--- config.mk ---
export PLATFORM = sky130hd
export DESIGN_NAME = mem_arbiter
export DESIGN_NICKNAME = d
export VERILOG_FILES = /design/src/rtl/mem_arb_pkg.sv /design/src/rtl/arb_pick.sv /design/src/rtl/mem_arbiter.sv
export SDC_FILE = /design/constraint.sdc
export NUM_CORES = 1
export LEC_CHECK = 0
export ABC_AREA = 1
export BUFFER_PORTS_ARGS = -buffer_cell sky130_fd_sc_hd__buf_2
export CORE_AREA = 2 2 121 123
export DETAILED_ROUTE_END_ITERATION = 10
export DIE_AREA = 0 0 123 125
export SKIP_LAST_GASP = 1
export SYNTH_ARGS = -nofsm -noshare
export SYNTH_HDL_FRONTEND = slang
export SYNTH_SLANG_ARGS = --single-unit
--- constraint.sdc ---
create_clock -name clk -period 1.3 [get_ports clk]
set_input_delay 0.13 -clock clk [delete_from_list [all_inputs] [get_ports clk]]
set_output_delay 0.13 -clock clk [all_outputs]
set_load 0.005 [all_outputs]
--- src/rtl/mem_arb_pkg.sv ---
// -----------------------------------------------------------------------------
// mem_arb_pkg
// Shared types and constants for the two-master memory arbiter.
//   owner_e : requester identity (M0 = core, M1 = loader/DMA)
//   state_e : arbiter FSM states (IDLE, OWN0, OWN1)
//   F3_*    : funct3 access-size codes carried through to the memory port
// -----------------------------------------------------------------------------
package mem_arb_pkg;

    typedef enum logic {
        M0 = 1'b0,
        M1 = 1'b1
    } owner_e;

    typedef enum logic [1:0] {
        IDLE = 2'd0,
        OWN0 = 2'd1,
        OWN1 = 2'd2
    } state_e;

    localparam logic [2:0] F3_B  = 3'b000;
    localparam logic [2:0] F3_H  = 3'b001;
    localparam logic [2:0] F3_W  = 3'b010;
    localparam logic [2:0] F3_BU = 3'b100;
    localparam logic [2:0] F3_HU = 3'b101;

    // The requester that did not win; used to advance the round-robin pointer.
    function automatic owner_e other_owner(input owner_e o);
        return (o == M0) ? M1 : M0;
    endfunction

endpackage

--- src/rtl/arb_pick.sv ---
// -----------------------------------------------------------------------------
// arb_pick
// Two-way winner selection.
//   req[1:0] : request vector (bit i = requester i)
//   ptr      : requester that wins when both request
//   gnt[1:0] : one-hot grant (all zero when nobody requests)
// -----------------------------------------------------------------------------
module arb_pick
    import mem_arb_pkg::*;
(
    input  logic [1:0] req,
    input  owner_e     ptr,
    output logic [1:0] gnt
);

    always_comb begin
        // NOTE: assign a default first so every path drives gnt; a missing
        // branch in combinational logic would otherwise infer a latch.
        gnt = 2'b00;
        if (req[0] && (!req[1] || ptr == M0)) begin
            gnt = 2'b01;
        end else if (req[1]) begin
            gnt = 2'b10;
        end
    end

endmodule

--- src/rtl/mem_arbiter.sv ---
// -----------------------------------------------------------------------------
// mem_arbiter
// Arbitrates a single-ported memory between requester 0 (core) and
// requester 1 (loader/DMA). Grants are combinational in the request cycle;
// read data returns one cycle later and is steered back by a registered tag.
// A requester may hold the port with m<i>_lock for up to MAX_LOCK grants.
//
// Build option: define MEM_ARB_ROUND_ROBIN_EN for round-robin arbitration;
// otherwise requester 0 has fixed priority.
//
// Ports:
//   clk, reset_n                        clock, async active-low reset
//   m<i>_req/_we/_lock/_addr/_wdata/_funct3   requester i access
//   m<i>_gnt                            access accepted this cycle
//   m<i>_rvalid, m<i>_rdata             read return (rdata is 0 when !rvalid)
//   mem_we/_addr/_wdata/_funct3         memory command (all 0 when idle)
//   mem_rdata                           memory read data, one cycle latency
// -----------------------------------------------------------------------------
module mem_arbiter
    import mem_arb_pkg::*;
#(
    parameter int ADDR_W   = 32,
    parameter int DATA_W   = 32,
    parameter int MAX_LOCK = 8
) (
    input  logic              clk,
    input  logic              reset_n,

    input  logic              m0_req,
    input  logic              m0_we,
    input  logic              m0_lock,
    input  logic [ADDR_W-1:0] m0_addr,
    input  logic [DATA_W-1:0] m0_wdata,
    input  logic [2:0]        m0_funct3,
    output logic              m0_gnt,
    output logic              m0_rvalid,
    output logic [DATA_W-1:0] m0_rdata,

    input  logic              m1_req,
    input  logic              m1_we,
    input  logic              m1_lock,
    input  logic [ADDR_W-1:0] m1_addr,
    input  logic [DATA_W-1:0] m1_wdata,
    input  logic [2:0]        m1_funct3,
    output logic              m1_gnt,
    output logic              m1_rvalid,
    output logic [DATA_W-1:0] m1_rdata,

    output logic              mem_we,
    output logic [ADDR_W-1:0] mem_addr,
    output logic [DATA_W-1:0] mem_wdata,
    output logic [2:0]        mem_funct3,
    input  logic [DATA_W-1:0] mem_rdata
);

    // Wide enough to hold MAX_LOCK itself for the release comparison.
    localparam int CNT_W = $clog2(MAX_LOCK + 1);

    state_e            state_q, state_d;
    logic [CNT_W-1:0]  cnt_q, cnt_d;
    logic [CNT_W-1:0]  cnt_next;
    logic              rd_pend_q, rd_pend_d;
    owner_e            rd_owner_q, rd_owner_d;

    logic [1:0]        req;
    logic [1:0]        pick_gnt;
    logic [1:0]        gnt_raw;
    logic [1:0]        gnt;
    owner_e            pick_ptr;
    owner_e            gnt_owner;
    logic              gnt_lock;
    logic              gnt_we;

    assign req = {m1_req, m0_req};

`ifdef MEM_ARB_ROUND_ROBIN_EN
    owner_e ptr_q, ptr_d;

    always_comb begin
        ptr_d = ptr_q;
        if (|gnt) begin
            ptr_d = other_owner(gnt_owner);
        end
    end

    always_ff @(posedge clk or negedge reset_n) begin
        if (!reset_n) begin
            ptr_q <= M0;
        end else begin
            ptr_q <= ptr_d;
        end
    end

    assign pick_ptr = ptr_q;
`else
    assign pick_ptr = M0;
`endif

    arb_pick u_pick (
        .req (req),
        .ptr (pick_ptr),
        .gnt (pick_gnt)
    );

    // Grant: open arbitration in IDLE, owner-only while locked. Grants are
    // masked during reset so every output is 0 while reset_n is low.
    always_comb begin
        unique case (state_q)
            IDLE:    gnt_raw = pick_gnt;
            OWN0:    gnt_raw = {1'b0, m0_req};
            OWN1:    gnt_raw = {m1_req, 1'b0};
            default: gnt_raw = 2'b00;
        endcase
        gnt = reset_n ? gnt_raw : 2'b00;
    end

    assign m0_gnt    = gnt[0];
    assign m1_gnt    = gnt[1];
    assign gnt_owner = gnt[1] ? M1 : M0;
    assign gnt_lock  = gnt[1] ? m1_lock : m0_lock;
    assign gnt_we    = gnt[1] ? m1_we   : m0_we;

    // Memory command mux; idle port drives zeros.
    always_comb begin
        mem_we     = 1'b0;
        mem_addr   = '0;
        mem_wdata  = '0;
        mem_funct3 = 3'b000;
        if (gnt[0]) begin
            mem_we     = m0_we;
            mem_addr   = m0_addr;
            mem_wdata  = m0_wdata;
            mem_funct3 = m0_funct3;
        end else if (gnt[1]) begin
            mem_we     = m1_we;
            mem_addr   = m1_addr;
            mem_wdata  = m1_wdata;
            mem_funct3 = m1_funct3;
        end
    end

    // Lock FSM. cnt_next counts this grant in the current lock run; a grant
    // from IDLE starts a new run at 1.
    always_comb begin
        state_d  = state_q;
        cnt_d    = cnt_q;
        cnt_next = ((state_q == IDLE) ? '0 : cnt_q) + CNT_W'(1);
        if (|gnt) begin
            if (gnt_lock && (cnt_next < CNT_W'(MAX_LOCK))) begin
                state_d = (gnt_owner == M1) ? OWN1 : OWN0;
                cnt_d   = cnt_next;
            end else begin
                state_d = IDLE;
                cnt_d   = '0;
            end
        end else if (state_q != IDLE) begin
            // Owner dropped its request: release the lock.
            state_d = IDLE;
            cnt_d   = '0;
        end
    end

    // Read-return tag: captured at grant time so the data goes back to the
    // requester that issued the read even if ownership changes next cycle.
    assign rd_pend_d  = (|gnt) && !gnt_we;
    assign rd_owner_d = gnt_owner;

    always_ff @(posedge clk or negedge reset_n) begin
        // NOTE: sequential state uses non-blocking (<=) so every flop samples
        // pre-edge values regardless of statement order.
        if (!reset_n) begin
            state_q    <= IDLE;
            cnt_q      <= '0;
            rd_pend_q  <= 1'b0;
            rd_owner_q <= M0;
        end else begin
            state_q    <= state_d;
            cnt_q      <= cnt_d;
            rd_pend_q  <= rd_pend_d;
            rd_owner_q <= rd_owner_d;
        end
    end

    assign m0_rvalid = rd_pend_q && (rd_owner_q == M0);
    assign m1_rvalid = rd_pend_q && (rd_owner_q == M1);
    assign m0_rdata  = m0_rvalid ? mem_rdata : '0;
    assign m1_rdata  = m1_rvalid ? mem_rdata : '0;

endmodule

==> results of run 1 <==
==> logic make-up (layout without fill, tap and decap cells) <==
family / after synthesis / in the layout / share of synthesized area
simple gates: 107 / 107 / 0.2795
buf+inv: 68 / 395 / 0.2022
fa+ha+maj: 1 / 1 / 0.007961
compound gates: 70 / 70 / 0.3830
flops: 8 / 8 / 0.1274
==> flip-flops by register name, summed over array words and instances, names as in the netlist <==
register    count
rd_owner_q      1
rd_pend_q       1
state_q         2
cnt_q           4
==> cells in the mapped netlist <==
cell      number
nand2_1       22
dfrtp_1        8
inv_2          3
nand3_2        1
nand2_2        1
nand3_4        1
nor3b_1        1
buf_8          2
ha_1           1
inv_4          1
buf_2          8
clkinv_2       1
clkbuf_1       6
nor2_1        74
a22o_1        67
buf_6          3
inv_1         43
o21ai_0        3
nand3_1        5
buf_4          1
nand4_1        2
==> layout make-up <==
type	count	area [sq um]	area share
inverters	48	198.9	0.04664
clock buffers	3	75.07	0.01760
multi-input cells	178	1459	0.3420
well taps	184	230.2	0.05397
repair buffers	344	2101	0.4925
flip-flops and latches	8	201.4	0.04723
==> metrics by stage <==
| stage | hold WS (ns) | setup slack, ns |
|---|---|---|
| finish | 0.1239 | -0.2550 |
| global placement | -0.05335 | -0.03649 |
| floorplan | -0.1656 | 0.09340 |
| detailed placement | -0.05424 | -0.05341 |
| global route | 0.1383 | -0.3026 |
| CTS | 0.2076 | -0.2675 |
==> path summary, 6_finish.rpt <==
check / end / slack (ns) / cells past startpoint
min: state_q[0]$_DFFE_PN0P_ / 0.12 / 3
max: mem_addr[31] / -0.25 / 7
min reg2reg: cnt_q[1]$_DFFE_PN0P_ / 0.52 / 2
min in group clk: rd_pend_q$_DFF_PN0_ / 0.21 / 4
max in group asynchronous: cnt_q[3]$_DFFE_PN0P_ / 0.63 / 3
max reg2reg: cnt_q[2]$_DFFE_PN0P_ / 0.02 / 9
==> power groups by stage <==
stage | Clock (mW) | Sequential (mW) | Combinational, mW
3_5_place_dp | 0 | 0.275 | 0.930
6_report | 0.510 | 0.275 | 1.20
4_1_cts | 0.520 | 0.273 | 1.06
5_1_grt | 0.532 | 0.276 | 1.29
3_3_place_gp | 0 | 0.274 | 0.933
2_1_floorplan | 0 | 0.272 | 0.364
==> worst reg2reg max path: stages (launching register included) <==
cell     delay (ns)
dfrtp_1        0.37
nor2_1         0.22
nor2_1         0.07
ha_1           0.21
inv_1          0.05
nand2_1        0.04
nand2_1        0.06
nor2_1         0.04
nand3_1        0.06
nand2_1        0.05
==> timing repair <==
item	in CTS	in global routing
endpoints found under the hold margin	8	2
gates resized for setup	33	107
buffers inserted	4	1
hold buffers	1	1
gates cloned	4	7
setup endpoints to repair	102	139
pin swaps	2	3
==> per-layer routing <==
layer,global-route usage,up-vias,wire length (um)
met5,0,-,0
met4,0.01604,0,212
met3,0.01141,17,1150
met2,0.2249,243,5904
met1,0.1498,1496,4691
li1,-,1510,-
==> metrics, run 1 <==
Post-Place Cells=about 750; first-pass iteration count of the detailed router=4; pin count of the biggest net entering global routing=34; Flop pwr share=0.139; #FFs+latches synth=8; critical register-to-register path startpoint=state_q[0]$_DFFE_PN0P_; clock root buffer=clkbuf_16; Post-Layout Cell Count=765; routed length per instance=15.63 um; Sw Pwr=0.7046 mW; failing checks=negative setup slack; fillers=roughly 1500; Setup Skew=0.001973 ns; critical path launch point type=flip-flop; CP bufs+invs=4; Hold Fails Final Rpt=0; Slew Limit Headroom=0.8462; final setup violation count=123; status=finished with violations; DP Area=0.003415 sq mm; CP arrival=about 1.4 ns; Clk pwr share=0.257; Hold Path Class=in -> async; top cell type's share of synthesized area=0.3734; worst-path cell chain=inv_2 > nand2_2 > nand3_4 > inv_8 > buf_8 > a22o_1 > buf_2; CTS tree=built; RSZ-0062 raised after global routing=true; LEAKAGE=2.566 nW; Gate Count Post-Synth=254; worst endpoint required time=1.17 ns; commonest non-fill, non-tap cell in the layout=buf_2; Synth-to-Final Area Change=171.4%; slowest stage delay, CP=0.37 ns; Yosys cell types=21; cell area power density=464.4 mW/mm^2; Core Area=0.01420 sq mm; hpwl dp=roughly 8500 um; internal power=1.276 mW; gpl congestion=just under 0.8; vias in the first global route=about 2600; maximum VDD drop=0.4063 mV; largest area contributor in the netlist=a22o_1; Max Slew Vio Count=0; Reg clk slew, reported paths=0.04 ns; Ant. Diodes=0; minimum clock period=1.555 ns; CP Launch Point=state_q[1]$_DFFE_PN0P_; initial DRC count=175; drt drc=0; CTS max path bufs=2; cell family with most CP delay=buffers and inverters; Max Clock Freq=643.1 MHz; worst-path maximum fanout=12; Vias/cell=4.269; Post-Route WL=11960 um; total grt overflow=0; syn avg cell area=slightly above 6 sq um; GRT Util Overall=0.1200; sequential element share of the synthesized area=0.1274; PortBufs=309; die height=125 um; setup ws final=-0.2550 ns; synth warn=0; Tcrit/Tclk final=1.196; switch share=0.3557; combinational share of power=0.604; H-tree depth=1; Setup TNS Final=-20.46 ns; fin util=0.3003; via count=around 3300; Max Cap Viol=0; Die Area=0.01538 sq mm; Die W=123 um; total CTS buffers=3; Clock Sinks=8; Final Cell Area=0.004265 sq mm; most frequent cells in the layout=305 x buf_2, 67 x a22o_1, 49 x nor2_4; CP Capture Type=output pin; top cells by area, synth=a22o_1 37%, nor2_1 18%, dfrtp_1 13%; Tot Pwr=1.981 mW; first-pass GRT wire length=14100 um; Syn Std Cell Area=0.001572 sq mm; worst skew pair latency=0.23 ns; row count=44; io pins=310; Final nets=758; Initial Util=0.1106; Crit Path Class=reg -> out; Slowest cell on crit path=dfrtp_1; Slew @ Worst Pin=0.2298 ns; Routed Antenna Nets=0; layout cells sized above 1=0.7212; antenna violations before repair=0; syn nets=429
No activity file was read; power rests on OpenSTA's default activity.
==> run 2: changes to the inputs <==
--- a/config.mk
+++ b/config.mk
@@ -14,3 +14,4 @@
 export SYNTH_ARGS = -nofsm -noshare
 export SYNTH_HDL_FRONTEND = slang
 export SYNTH_SLANG_ARGS = --single-unit
+export TNS_END_PERCENT = 20
==> run 2 against run 1 <==
Net effect: the flow still finishes with violations (negative setup slack); final cell count fell by 0.92%; fmax rose by 0.13%; cell area fell by 13%; clock skew fell by 0.00099 ns; first-iteration DRC count fell by 13%; via count fell by 6.6%; critical endpoint unchanged.
==> metrics, run 2 (same netlist as run 1, synthesis figures left out) <==
status=finished with violations; failing checks=negative setup slack; CTS max path bufs=2; R2R Setup Slk=0.03 ns; Synth-to-Final Area Change=135.0%; Max Clock Freq=643.9 MHz; worst hold margin=0.2088 ns; Setup Skew=0.0009825 ns; RSZ-0062 raised after global routing=true; Core Area=approximately 0.014 sq mm; max reg flops=4; Tcrit/Tclk final=1.195; maximum VDD drop=0.3914 mV; hpwl dp=8469 um; first-pass GRT wire length=13460 um; worst endpoint required time=1.17 ns; Tot Pwr=1.793 mW; worst-path cell chain=inv_2 > nand2_2 > nand3_4 > inv_8 > buf_6 > a22o_1 > buf_2; Max Slew Vio Count=0; via count=3049; Slew @ Worst Pin=around 0.24 ns; setup ws final=-0.2530 ns; worst-path maximum fanout=12; hold path start=m0_we; gpl congestion=0.7911; Clock Sinks=8; Worst Hold Path EP=rd_pend_q$_DFF_PN0_; Hold Path Stages=4; LEAKAGE=2.458 nW; die height=125 um; clock root buffer=clkbuf_16; first-pass iteration count of the detailed router=4; Slowest cell on crit path=dfrtp_1; H-tree depth=1; Hold Fails Final Rpt=0; Post-Route WL=10450 um; routed length per instance=13.79 um; Reg clk slew, reported paths=0.03 ns; Vias/cell=4.022; Routed Antenna Nets=0; Largest regs=cnt_q x4, state_q x2; most frequent cells in the layout=309 x buf_2, 70 x nor2_1, 67 x a22o_1; final setup violation count=107; cell area power density=485.7 mW/mm^2; slowest stage delay, CP=between 0.3 and 0.4 ns; initial DRC count=152; Setup WS pre-CTS=-0.05341 ns; Die W=approximately 120 um; PortBufs=309; vias in the first global route=2523; critical register-to-register path startpoint=state_q[0]$_DFFE_PN0P_; total CTS buffers=3; commonest non-fill, non-tap cell in the layout=buf_2; pin count of the biggest net entering global routing=34; worst skew pair latency=0.23 ns; cell family with most CP delay=buffers and inverters; GRT Util Overall=0.1136; R2R depth=9; CP Launch Point=state_q[1]$_DFFE_PN0P_; CP arrival=1.42 ns; critical path launch point type=flip-flop; antenna violations before repair=0; minimum clock period=1.553 ns; CP Capture Type=output pin; R2R Path End=cnt_q[2]$_DFFE_PN0P_; largest register by flop count=cnt_q; layout cells sized above 1=0.6150; CP bufs+invs=4; Ant. Diodes=0; cell count along the critical path=7; io pins=between 300 and 400; Die Area=approximately 0.015 sq mm; Hold Path Class=in -> reg; Slew Limit Headroom=0.8417; Final nets=751; CTS tree=built; row count=44; Max Cap Viol=0; Crit Path Class=reg -> out; Initial Util=0.1106; drt drc=0; total grt overflow=0
-- run 2: metal layers --
metal / vias up / global-route usage / routed length (um)
met1: 1326 / 0.1440 / 4116
met3: 4 / 0.01141 / 1234
met4: 0 / 0.01604 / 48
li1: 1491 / - / -
met2: 228 / 0.2093 / 5050
met5: - / 0 / 0
-- run 2: worst min-delay path, cell delays in order --
cell     delay, ns
buf_2         0.10
o21ai_0       0.07
o21ai_0       0.06
inv_1         0.04
-- run 2: where the power goes --
part           total, mW  internal (mW)  leakage (nW)  switching [mW]
registers          0.273          0.263         0.108          0.0101
logic               1.01          0.551          2.31           0.463
clock network      0.507          0.396        0.0370           0.112
total               1.79           1.21          2.46           0.585
-- run 2: final cells by class --
| type | instances | area, sq um |
|---|---|---|
| well taps | 184 | 230.2 |
| flip-flops and latches | 8 | 200.2 |
| clock buffers | 3 | 75.07 |
| multi-input cells | 178 | 1084 |
| inverters | 48 | 196.4 |
| repair buffers | 337 | 1907 |
| fillers | 1570 | 10510 |
-- run 2: metrics by stage --
stage               utilization  instance area (sq um)  std cells  setup TNS [ns]
CTS                      0.2496                   3546        753          -19.94
global placement         0.2404                   3415        747         -0.1520
detailed placement       0.2404                   3415        747         -0.4779
finish                   0.2600                   3692        758          -16.24
floorplan                     -                   1572        254               0
global route             0.2600                   3692        758          -23.89
-- run 2: how the worst max path moves through the flow --
stage                        end
finish              mem_addr[31]
global route        mem_addr[31]
CTS                  mem_addr[4]
detailed placement   mem_addr[4]
global placement    mem_addr[31]
floorplan            mem_addr[0]
-- run 2: repair_timing --
action / in CTS / in global routing
hold endpoints to repair: 8 / 0
gates resized for setup: 5 / 13
pin swaps: 0 / 2
setup buffers: 1 / 1
cloned: 1 / 4
endpoints found under the setup margin: 102 / 109
hold buffers: 1 / 0
==> run 3: changes to the inputs <==
--- a/config.mk
+++ b/config.mk
@@ -6,10 +6,11 @@
 export NUM_CORES = 1
 export LEC_CHECK = 0
 export ABC_AREA = 1
-export BUFFER_PORTS_ARGS = -buffer_cell sky130_fd_sc_hd__buf_2
-export CORE_AREA = 2 2 121 123
+export CORE_AREA = 2 2 120 122
 export DETAILED_ROUTE_END_ITERATION = 10
-export DIE_AREA = 0 0 123 125
+export DIE_AREA = 0 0 122 124
+export DONT_BUFFER_PORTS = 1
+export SETUP_SLACK_MARGIN = 0.1
 export SKIP_LAST_GASP = 1
 export SYNTH_ARGS = -nofsm -noshare
 export SYNTH_HDL_FRONTEND = slang
==> run 3 against run 2 <==
Net effect: the flow still finishes with violations (negative setup slack); clock skew fell by 0.00064 ns; flip-flop and latch count did not move; clock power barely moved; combinational power shrank 35%; count of clock-buffer cells in the layout unchanged; global-route usage is 2.2 points lower; utilization fell by 8.8 points; routed wire length down 14%; critical path type unchanged; critical endpoint is now mem_addr[1].
==> metrics, run 3 (same netlist as run 1, synthesis figures left out) <==
slowest stage delay, CP=0.38 ns; Ant. Diodes=0; final setup violation count=95; worst-path maximum fanout=9; Synth-to-Final Area Change=50.16%; Post-Route WL=roughly 9000 um; minimum clock period=~1.5 ns; failing checks=negative setup slack; total CTS buffers=3; Hold Fails Final Rpt=0; Reg clk slew, reported paths=approximately 0.040 ns; worst skew pair latency=approximately 0.23 ns; R2R depth=8; GRT Util Overall=0.09160; R2R Path End=cnt_q[0]$_DFFE_PN0P_; Hold Path Stages=3; Setup Skew=0.0003390 ns; layout cells sized above 1=0.2677; PortBufs=0; RSZ-0062 raised after global routing=true; drt drc=0; max reg flops=4; Tcrit/Tclk final=1.164; first-pass iteration count of the detailed router=4; via count=between 2000 and 2500; Die Area=0.01513 sq mm; R2R Setup Slk=0.08 ns; clock root buffer=clkbuf_16; CP Launch Point=state_q[1]$_DFFE_PN0P_; setup ws final=-0.2133 ns; cell area power density=608.2 mW/mm^2; Final Cell Area=0.002360 sq mm; vias in the first global route=1620; worst hold margin=0.1395 ns; Sequential Area=between 200 and 250 sq um; Initial Util=0.1145; CP Capture Type=output pin; Die W=approximately 120 um; Post-Place Cells=between 400 and 500; routed length per instance=19.95 um; status=finished with violations; Setup WS pre-CTS=0.04972 ns; Clock Sinks=8; Vias/cell=4.550; most frequent cells in the layout=57 x a22o_1, 55 x nor2_1, 42 x inv_1; pin count of the biggest net entering global routing=43; critical register-to-register path startpoint=state_q[1]$_DFFE_PN0P_; H-tree depth=1; CP arrival=between 1 and 1.5 ns; maximum VDD drop=0.4177 mV; cell count along the critical path=6; die height=124 um; Max Clock Freq=between 600 and 700 MHz; gpl congestion=0.8096; Routed Antenna Nets=0; largest register by flop count=cnt_q; Post-Layout Cell Count=about 450; DP Area=roughly 0.0019 sq mm; Final nets=446; total grt overflow=0; hold path start=m1_we; initial DRC count=120; Max Slew Vio Count=0; CTS max path bufs=2; Slew @ Worst Pin=0.3801 ns; row count=43; Slowest cell on crit path=dfrtp_1; worst endpoint required time=1.17 ns; first-pass GRT wire length=roughly 9700 um; Worst Hold Path EP=rd_pend_q$_DFF_PN0_; Largest regs=cnt_q x4, state_q x2; CTS tree=built; Max Cap Viol=0; multi-input combinational cell area=0.001219 sq mm; Core Area=0.01372 sq mm; antenna violations before repair=0; Hold Path Class=in -> reg; commonest non-fill, non-tap cell in the layout=a22o_1; fillers=approximately 1600; CP bufs+invs=3; hpwl dp=6960 um; LEAKAGE=1.155 nW; cell family with most CP delay=flip-flops; Slew Limit Headroom=0.7458; io pins=310; Crit Path Class=reg -> out; worst-path cell chain=inv_2 > nand2_4 > nand3_4 > inv_8 > clkbuf_16 > a22o_4; critical path launch point type=flip-flop
[run 3: changes by cell type in the layout (fill, tap and decap cells not counted), sizes merged]
| cell | delta |
|---|---|
| buf | -303 |
| clkbuf | -2 |
[run 3: cell type report]
cell class / instances / area share
Multi-Input combinational cell: 178 / 0.5164
Tap cell: 180 / 0.09544
Timing Repair Buffer: 32 / 0.1861
Sequential cell: 8 / 0.08484
Clock buffer: 3 / 0.03181
Inverter: 48 / 0.08537
[run 3: where the power goes]
group,internal [mW],total [mW],switching [mW]
Clock,0.396,0.506,0.110
Combinational,0.303,0.659,0.356
Sequential,0.262,0.271,0.00833
Total,0.961,1.44,0.474
[run 3: tightest hold or removal path, stage by stage]
cell	delay, ns
inv_1	0.05
o21ai_0	0.10
inv_1	0.06
[run 3: worst max path at each step]
| stage | endpoint | slack [ns] |
|---|---|---|
| after floorplan | mem_addr[0] | 0.11 |
| after global placement | mem_addr[1] | 0.07 |
| after detailed placement | mem_addr[1] | 0.05 |
| after CTS | mem_wdata[17] | -0.18 |
| after global routing | mem_addr[1] | -0.25 |
| final | mem_addr[1] | -0.21 |
[run 3: metal layers]
metal  GRT usage  vias up  routed length, um
met4     0.03951        0                266
li1            -      877                  -
met3     0.01190       12                969
met1      0.1057      941               3250
met5           0        -                  0
met2      0.1690      213               4469
[run 3: timing repair]
action,4_1_cts,5_1_grt
hold buffers,1,0
buffers inserted,4,0
gates cloned,3,4
setup endpoints to repair,106,114
endpoints found under the hold margin,8,0
pin swaps,4,15
gates resized for setup,21,31
[run 3: through the flow]
stage	setup TNS, ns	power (mW)	utilization
after floorplan	0	0.6360	-
after global placement	0	0.7525	0.1358
after detailed placement	0	0.7535	0.1358
after CTS	-14.69	1.396	0.1601
after global routing	-19.27	1.527	0.1720
final	-11.92	1.435	0.1720
